<file path="src/rtl/nibble_packer.sv">
// Packs 4-bit nibbles into bytes and queues them in a DEPTH-entry FIFO.
// Define NIBBLE_PACKER_LAST_EN to honour in_last (partial bytes, last/partial flags).
module nibble_packer #(
  parameter int unsigned DEPTH = 4
) (
  input  logic                     clk,
  input  logic                     rst_n,
  input  logic                     in_valid,
  output logic                     in_ready,
  input  logic [3:0]               in_nib,
  input  logic                     in_last,
  output logic                     out_valid,
  input  logic                     out_ready,
  output logic [7:0]               out_byte,
  output logic                     out_last,
  output logic                     out_partial,
  output logic [$clog2(DEPTH):0]   count
);

  localparam int unsigned AW = $clog2(DEPTH);
  localparam int unsigned CW = AW + 1;

  typedef enum logic {EMPTY, HALF} state_t;

  state_t        state_q, state_d;
  logic [3:0]    held_q, held_d;
  logic          push, pop, in_xfer, last_c;
  logic [7:0]    push_byte;
  logic          push_last, push_partial;
  logic [CW-1:0] wr_ptr, rd_ptr;
  logic [7:0]    mem_byte [DEPTH];

`ifdef NIBBLE_PACKER_LAST_EN
  assign last_c = in_last;
`else
  logic unused_last;
  assign unused_last = in_last;
  assign last_c      = 1'b0;
`endif

  assign count     = wr_ptr - rd_ptr;
  assign in_ready  = rst_n & (count != CW'(DEPTH));
  assign out_valid = (count != '0);
  assign in_xfer   = in_valid & in_ready;
  assign pop       = out_valid & out_ready;

  // Packing FSM state and held low nibble
  always_ff @(posedge clk) begin
    if (!rst_n) begin
      state_q <= EMPTY;
      held_q  <= '0;
    end else begin
      state_q <= state_d;
      held_q  <= held_d;
    end
  end

  always_comb begin
    state_d      = state_q;
    held_d       = held_q;
    push         = 1'b0;
    push_byte    = '0;
    push_last    = 1'b0;
    push_partial = 1'b0;
    case (state_q)
      EMPTY: begin
        if (in_xfer) begin
          if (last_c) begin
            // Lone trailing nibble is zero-extended into a partial byte
            push         = 1'b1;
            push_byte    = {4'b0000, in_nib};
            push_last    = 1'b1;
            push_partial = 1'b1;
          end else begin
            held_d  = in_nib;
            state_d = HALF;
          end
        end
      end
      HALF: begin
        if (in_xfer) begin
          push      = 1'b1;
          push_byte = {in_nib, held_q};
          push_last = last_c;
          state_d   = EMPTY;
        end
      end
      default: state_d = EMPTY;
    endcase
  end

  // Pointers carry a wrap bit so full and empty are distinguishable
  always_ff @(posedge clk) begin
    if (!rst_n) begin
      wr_ptr <= '0;
      rd_ptr <= '0;
    end else begin
      if (push) wr_ptr <= wr_ptr + CW'(1);
      if (pop)  rd_ptr <= rd_ptr + CW'(1);
    end
  end

  always_ff @(posedge clk) begin
    if (push) mem_byte[wr_ptr[AW-1:0]] <= push_byte;
  end

  assign out_byte = out_valid ? mem_byte[rd_ptr[AW-1:0]] : 8'h00;

`ifdef NIBBLE_PACKER_LAST_EN
  logic mem_last    [DEPTH];
  logic mem_partial [DEPTH];

  always_ff @(posedge clk) begin
    if (push) begin
      mem_last[wr_ptr[AW-1:0]]    <= push_last;
      mem_partial[wr_ptr[AW-1:0]] <= push_partial;
    end
  end

  assign out_last    = out_valid & mem_last[rd_ptr[AW-1:0]];
  assign out_partial = out_valid & mem_partial[rd_ptr[AW-1:0]];
`else
  logic unused_flags;
  assign unused_flags = push_last | push_partial;
  assign out_last     = 1'b0;
  assign out_partial  = 1'b0;
`endif

endmodule

</file>
<file path="config.mk">
export PLATFORM = sky130hd
export DESIGN_NAME = nibble_packer
export DESIGN_NICKNAME = d
export VERILOG_FILES = /design/src/rtl/nibble_packer.sv
export SDC_FILE = /design/constraint.sdc
export NUM_CORES = 1
export LEC_CHECK = 0
export BUFFER_PORTS_ARGS = -buffer_cell sky130_fd_sc_hd__buf_2
export CORE_MARGIN = 3
export CORE_UTILIZATION = 58
export DETAILED_ROUTE_END_ITERATION = 7
export PLACE_DENSITY = 0.79
export REMOVE_ABC_BUFFERS = 1
export SKIP_LAST_GASP = 1
export SYNTH_ARGS = -nofsm -noshare
export SYNTH_HDL_FRONTEND = slang
export SYNTH_SLANG_ARGS = --single-unit
</file>
<file path="constraint.sdc">
create_clock -name clk -period 3.9 [get_ports clk]
set_input_delay 0.39 -clock clk [delete_from_list [all_inputs] [get_ports clk]]
set_output_delay 0.39 -clock clk [all_outputs]
set_load 0.01 [all_outputs]
</file>
==> results of run 1 <==
-- power by group --
part	leakage (nW)	internal (mW)	switching (mW)
registers	0.387	0.532	0.0383
clock network	0.0424	0.136	0.142
logic	0.434	0.213	0.236
-- worst paths after layout --
check | endpoint | slack, ps | from
worst max-delay path | mem_byte[3][5]$_DFFE_PP_ | 1150 | wr_ptr[0]$_SDFFE_PN0P_
worst min-delay path | held_q[0]$_SDFFE_PN0P_ | 300 | in_nib[0]
worst max register to register | mem_byte[3][5]$_DFFE_PP_ | 1150 | wr_ptr[0]$_SDFFE_PN0P_
worst min register to register | rd_ptr[2]$_SDFFE_PN0P_ | 510 | rd_ptr[2]$_SDFFE_PN0P_
-- area by class of cell --
| cell class | instances | area, um2 | share of cell area [%] |
|---|---|---|---|
| clock buffers | 6 | 41.3 | 1.82 |
| flip-flops and latches | 45 | 1220 | 53.9 |
| repair buffers | 20 | 100 | 4.42 |
| well taps | 46 | 57.6 | 2.54 |
| clock inverters | 2 | 38.8 | 1.71 |
| multi-input cells | 76 | 749 | 33.1 |
| inverters | 15 | 56.3 | 2.49 |
-- per-layer routing --
metal | wire (um) | GRT usage (%)
met5 | 0 | 0
met4 | 54 | 9.07
met3 | 184 | 5.81
met2 | 1590 | 27.5
met1 | 1360 | 19.6
-- per-stage QoR --
stage          power [mW]  hold WS [ps]  instances
3_5_place_dp         1.04           487        202
3_3_place_gp         1.02           473        202
5_1_grt              1.37           289        210
6_report             1.30           301        210
2_1_floorplan       0.893           460        136
4_1_cts              1.31           290        210
-- synthesized netlist by cell type (all sizes together) --
master	count
nand2	7
nor2	8
edfxtp	32
buf	6
mux4	8
dfxtp	13
o21a	1
a21boi	1
o2111ai	1
conb	1
xor2	1
fa	1
clkbuf	1
and2	9
mux2i	9
nand2b	2
ha	9
xnor3	1
nor2b	14
inv	15
xnor2	1
a21oi	1
-- sequential cells by signal, summed over array words and instances (netlist names), named ones only --
name / cells
state_q: 1
rd_ptr: 3
wr_ptr: 3
held_q: 4
mem_byte: 32
-- kinds of logic (layout without fill, tap and decap cells) --
group | Yosys count | after routing | share of synthesized area (%)
mux | 17 | 17 | 13.1
compound gates | 4 | 4 | 2.79
fa+ha+maj | 10 | 10 | 6.42
simple gates | 40 | 40 | 11.6
buf+inv | 22 | 43 | 4.78
xor+xnor | 3 | 3 | 2.00
other cells | 1 | 2 | 0.182
flops | 45 | 45 | 59.1
-- critical path, cell delays in order (launching register included) --
cell,delay (ps)
sky130_fd_sc_hd__dfxtp_1,420
sky130_fd_sc_hd__inv_1,110
sky130_fd_sc_hd__ha_1,220
sky130_fd_sc_hd__fa_1,370
sky130_fd_sc_hd__xnor3_2,360
sky130_fd_sc_hd__o21a_1,170
sky130_fd_sc_hd__and2_1,170
sky130_fd_sc_hd__ha_1,200
sky130_fd_sc_hd__and2_1,410
==> results.md, run 1 <==
* **cell area after synthesis** 2070 um2
* **Clock Tree Root** sky130_fd_sc_hd__clkbuf_4
* **max-cap violations** 0
* **number of antenna cells inserted** 0
* **startpoint type of the worst setup path** flip-flop
* **TritonCTS clock tree** done
* **cell count of the worst reg-to-reg path** 8
* **final estimated routing congestion in global placement** 0.779
* **maximum fanout encountered on the critical timing path** 8
* **Yosys warning total** 0
* **static leakage power** 0.863 nW
* **Clock Pin Slew Worst Setup and Hold Paths** 120 ps
* **class of the most critical setup path** reg -> reg
* **number of endpoints failing setup at the final stage** 0
* **total routing usage reported by global routing** 16.9%
* **num rows** 21
* **post-detailed-routing wire length** 3190 um
* **Pre-Repair DR Iteration Count** 4
* **final cell utilization of the core** 66.8%
* **setup bufs post-CTS** 0
* **number of top-level design ports** 24
* **first-pass GRT wire length** 5140 um
* **critical path capture point type** flip-flop
* **placement-stage cell area** 2180 um2
* **result of the run** finished clean
* **area enclosed by the die boundary** 4310 um2
* **period utilization** 70.6%
* **maximum count of clock buffers along a single path** 2
* **Port Buf Inserts** 20
* **setup repair after global routing missed its margin** no
* **layout filler cell count** 246
* **number of gates resized after CTS** 0
* **commonest non-fill, non-tap cells in the layout** sky130_fd_sc_hd__edfxtp_1, sky130_fd_sc_hd__buf_2, sky130_fd_sc_hd__inv_1, sky130_fd_sc_hd__dfxtp_1
* **synthesis-to-finish area growth** 9.63%
* **clock period minus worst slack** 2750 ps
* **worst slew margin relative to its limit** 62.0%
* **final hold viol count** 0
* **Power Density** 573 nW/um2
* **mean instance size in the synthesized netlist** 14.5 um2
* **maximum number of pins on one net before global-route repair** 17
* **class of the tightest hold or removal check** in -> reg
* **Data arrival, critical path** 2770 ps
* **proportion of layout cells with a drive suffix above 1** 28.7%
* **total via count after detailed routing** 1097
* **maximum level of the CTS H-tree** 2
* **number of antenna violations at the first check in global routing** 0
* **total core area** 3390 um2
* **number of DRC markers after the initial detailed-route iteration** 28
* **Fin Setup TNS** 0 ps
* **#FFs+latches synth** 45
* **Slew Limit Fails** 0
* **via count of the first global-routing pass** 1082
* **post-synthesis cell type count** 28
* **worst vdd ir** 318 uV
* **required arrival time at the worst endpoint** 3920 ps
* **number of sinks driven by the clock tree** 45
* **biggest area contributors in the synthesized netlist** sky130_fd_sc_hd__edfxtp_1, sky130_fd_sc_hd__dfxtp_1, sky130_fd_sc_hd__mux4_2
* **estimated wirelength of the detail-placed design** 2260 um
* **Layout Skew** 2.78 ps
* **peak clock frequency supported by timing** 363 MHz
* **Worst-Margin Slew** 570 ps
* **most common cell after layout, fill and taps aside** sky130_fd_sc_hd__edfxtp_1
* **sequential share of the synthesized area** 59.1%
* **synthesized netlist cell count** 142
* **number of cells on the worst hold path** 3
* **remaining design rule violation count** 0
* **# hold bufs at CTS** 0
* **area fraction of the dominant cell type after synthesis** 46.5%
* **Finished Cell Area** 2260 um2
* **Die Span Y** 65.7 um
* **total global routing overflow** 0
* **total CTS buffers** 5
* **horizontal die dimension** 65.7 um
* **latest clock arrival within the worst-skew pair** 350 ps
* **final net count** 182
* **minimum setup slack after placement** 1110 ps
* **ANT nets after route** 0
* **Routed wire per std cell** 15.2 um
* **Starting Density** 60.9%
* **PnR worst setup slack** 1150 ps
* **detailed-route vias per instance** 5.22
* **most area-hungry cell type in the Yosys netlist** sky130_fd_sc_hd__edfxtp_1
No activity file was read; power rests on OpenSTA's default activity.
==> inputs of run 2 (changes only) <==
Settings changed: CORE_UTILIZATION 58 to 51, PLACE_DENSITY 0.79 to 0.74.
Clock period 3.9 ns to 2.3 ns, I/O delays scaled along.
==> results.md, run 2 (synthesized netlist as in run 1, its figures left out) <==
* **Data arrival, critical path** 2300 ps
* **peak clock frequency supported by timing** 439 MHz
* **cell count of the worst reg-to-reg path** 8
* **Hold Crit Endpoint** held_q[2]$_SDFFE_PN0P_
* **first-pass GRT wire length** 5780 um
* **number of antenna violations at the first check in global routing** 0
* **final hold viol count** 0
* **number of top-level design ports** 24
* **Fin Setup TNS** 0 ps
* **Pre-Repair DR Iteration Count** 4
* **result of the run** finished clean
* **most common cell after layout, fill and taps aside** sky130_fd_sc_hd__edfxtp_1
* **worst slew margin relative to its limit** 63.8%
* **via count of the first global-routing pass** 1157
* **layout filler cell count** 292
* **num rows** 22
* **maximum fanout encountered on the critical timing path** 8
* **maximum number of pins on one net before global-route repair** 16
* **number of antenna cells inserted** 0
* **maximum count of clock buffers along a single path** 2
* **final cell utilization of the core** 63.7%
* **total global routing overflow** 0
* **post-detailed-routing wire length** 3470 um
* **number of cells on the worst hold path** 3
* **overall power consumption** 2.36 mW
* **Slew Limit Fails** 0
* **minimum setup slack after placement** -183 ps
* **worst vdd ir** 417 uV
* **startpoint type of the worst setup path** flip-flop
* **total via count after detailed routing** 1117
* **Critical R2R Capture** mem_byte[0][6]$_DFFE_PP_
* **detailed-route vias per instance** 4.99
* **Worst R2R Setup Slack** 20 ps
* **TritonCTS clock tree** done
* **Layout Skew** 9.77 ps
* **Starting Density** 54.8%
* **beginning of the worst register-to-register path** wr_ptr[0]$_SDFFE_PN0P_
* **class of the tightest hold or removal check** in -> reg
* **period utilization** 98.9%
* **total routing usage reported by global routing** 15.7%
* **Critical Path Start** wr_ptr[0]$_SDFFE_PN0P_
* **Worst-Margin Slew** 542 ps
* **Power Density** 985 nW/um2
* **# hold bufs at CTS** 0
* **Clock Pin Slew Worst Setup and Hold Paths** 80 ps
* **total CTS buffers** 5
* **number of DRC markers after the initial detailed-route iteration** 80
* **static leakage power** 0.929 nW
* **horizontal die dimension** 69.6 um
* **maximum level of the CTS H-tree** 2
* **Largest register FFs** 32
* **remaining design rule violation count** 0
* **number of endpoints failing setup at the final stage** 0
* **Port Buf Inserts** 20
* **class of the most critical setup path** reg -> reg
* **ANT nets after route** 0
* **final estimated routing congestion in global placement** 0.727
* **final net count** 194
* **PnR worst setup slack** 24.5 ps
* **worst slack on hold paths** 222 ps
* **synthesis-to-finish area growth** 16.2%
* **latest clock arrival within the worst-skew pair** 290 ps
* **proportion of layout cells with a drive suffix above 1** 40.3%
* **critical path capture point type** flip-flop
* **setup repair after global routing missed its margin** yes
* **Die Span Y** 69.6 um
* **number of sinks driven by the clock tree** 45
* **clock period minus worst slack** 2280 ps
* **startpoint of the worst hold path** in_nib[2]
* **area enclosed by the die boundary** 4850 um2
* **Clock Tree Root** sky130_fd_sc_hd__clkbuf_8
* **total core area** 3770 um2
* **Routed wire per std cell** 15.5 um
* **estimated wirelength of the detail-placed design** 2380 um
* **max-cap violations** 0
* **commonest non-fill, non-tap cells in the layout** sky130_fd_sc_hd__edfxtp_1, sky130_fd_sc_hd__buf_2, sky130_fd_sc_hd__inv_1, sky130_fd_sc_hd__dfxtp_1, sky130_fd_sc_hd__buf_4
* **required arrival time at the worst endpoint** 2330 ps
-- run 2: power breakdown --
part | switching (mW) | total [mW] | internal, mW
combinational | 0.446 | 0.934 | 0.488
clock | 0.252 | 0.462 | 0.210
sequential | 0.0643 | 0.968 | 0.903
total | 0.763 | 2.36 | 1.60
-- run 2: layout make-up --
cell class                      count  area, um2  share of cell area (%)
Sequential cell                    45       1220                    51.0
Multi-Input combinational cell     77        788                    32.8
Timing Repair Buffer               31        186                    7.76
Clock buffer                        5       68.8                    2.87
Tap cell                           48       60.1                    2.50
Inverter                           15       56.3                    2.34
Clock inverter                      3       17.5                   0.730
-- run 2: worst max path at each step --
| stage | endpoint | slack [ps] |
|---|---|---|
| 2_1_floorplan | mem_byte[3][0]$_DFFE_PP_ | -200 |
| 3_3_place_gp | mem_byte[0][7]$_DFFE_PP_ | -60 |
| 3_5_place_dp | mem_byte[1][1]$_DFFE_PP_ | -180 |
| 4_1_cts | mem_byte[0][5]$_DFFE_PP_ | -20 |
| 5_1_grt | mem_byte[0][3]$_DFFE_PP_ | -60 |
| 6_report | mem_byte[0][6]$_DFFE_PP_ | 20 |
-- run 2: repair_timing --
action | in CTS | in global routing
endpoints found under the setup margin | 47 | 46
buffers inserted | 2 | 0
cloned | 1 | 0
pin swaps | 1 | 0
resized for setup | 12 | 4
-- run 2: metrics by stage --
stage,instance area (um2),cells
floorplan,2030,136
global placement,2250,213
detailed placement,2250,213
CTS,2380,224
global route,2400,224
finish,2400,224
-- run 2: metal layers --
layer	wire (um)	vias to the layer above	GRT usage (%)
li1	-	554	-
met1	1450	537	19.8
met2	1850	24	26.6
met3	148	2	4.64
met4	12	0	3.83
met5	0	-	0
-- run 2: worst max-delay path, cell delays in order (launching register included) --
cell and delay [ps]:
sky130_fd_sc_hd__dfxtp_2 330, sky130_fd_sc_hd__inv_1 50, sky130_fd_sc_hd__ha_2 180, sky130_fd_sc_hd__fa_2 530, sky130_fd_sc_hd__nand2_1 80, sky130_fd_sc_hd__o21a_1 180, sky130_fd_sc_hd__and2_1 170, sky130_fd_sc_hd__ha_1 210
sky130_fd_sc_hd__and2_2 290
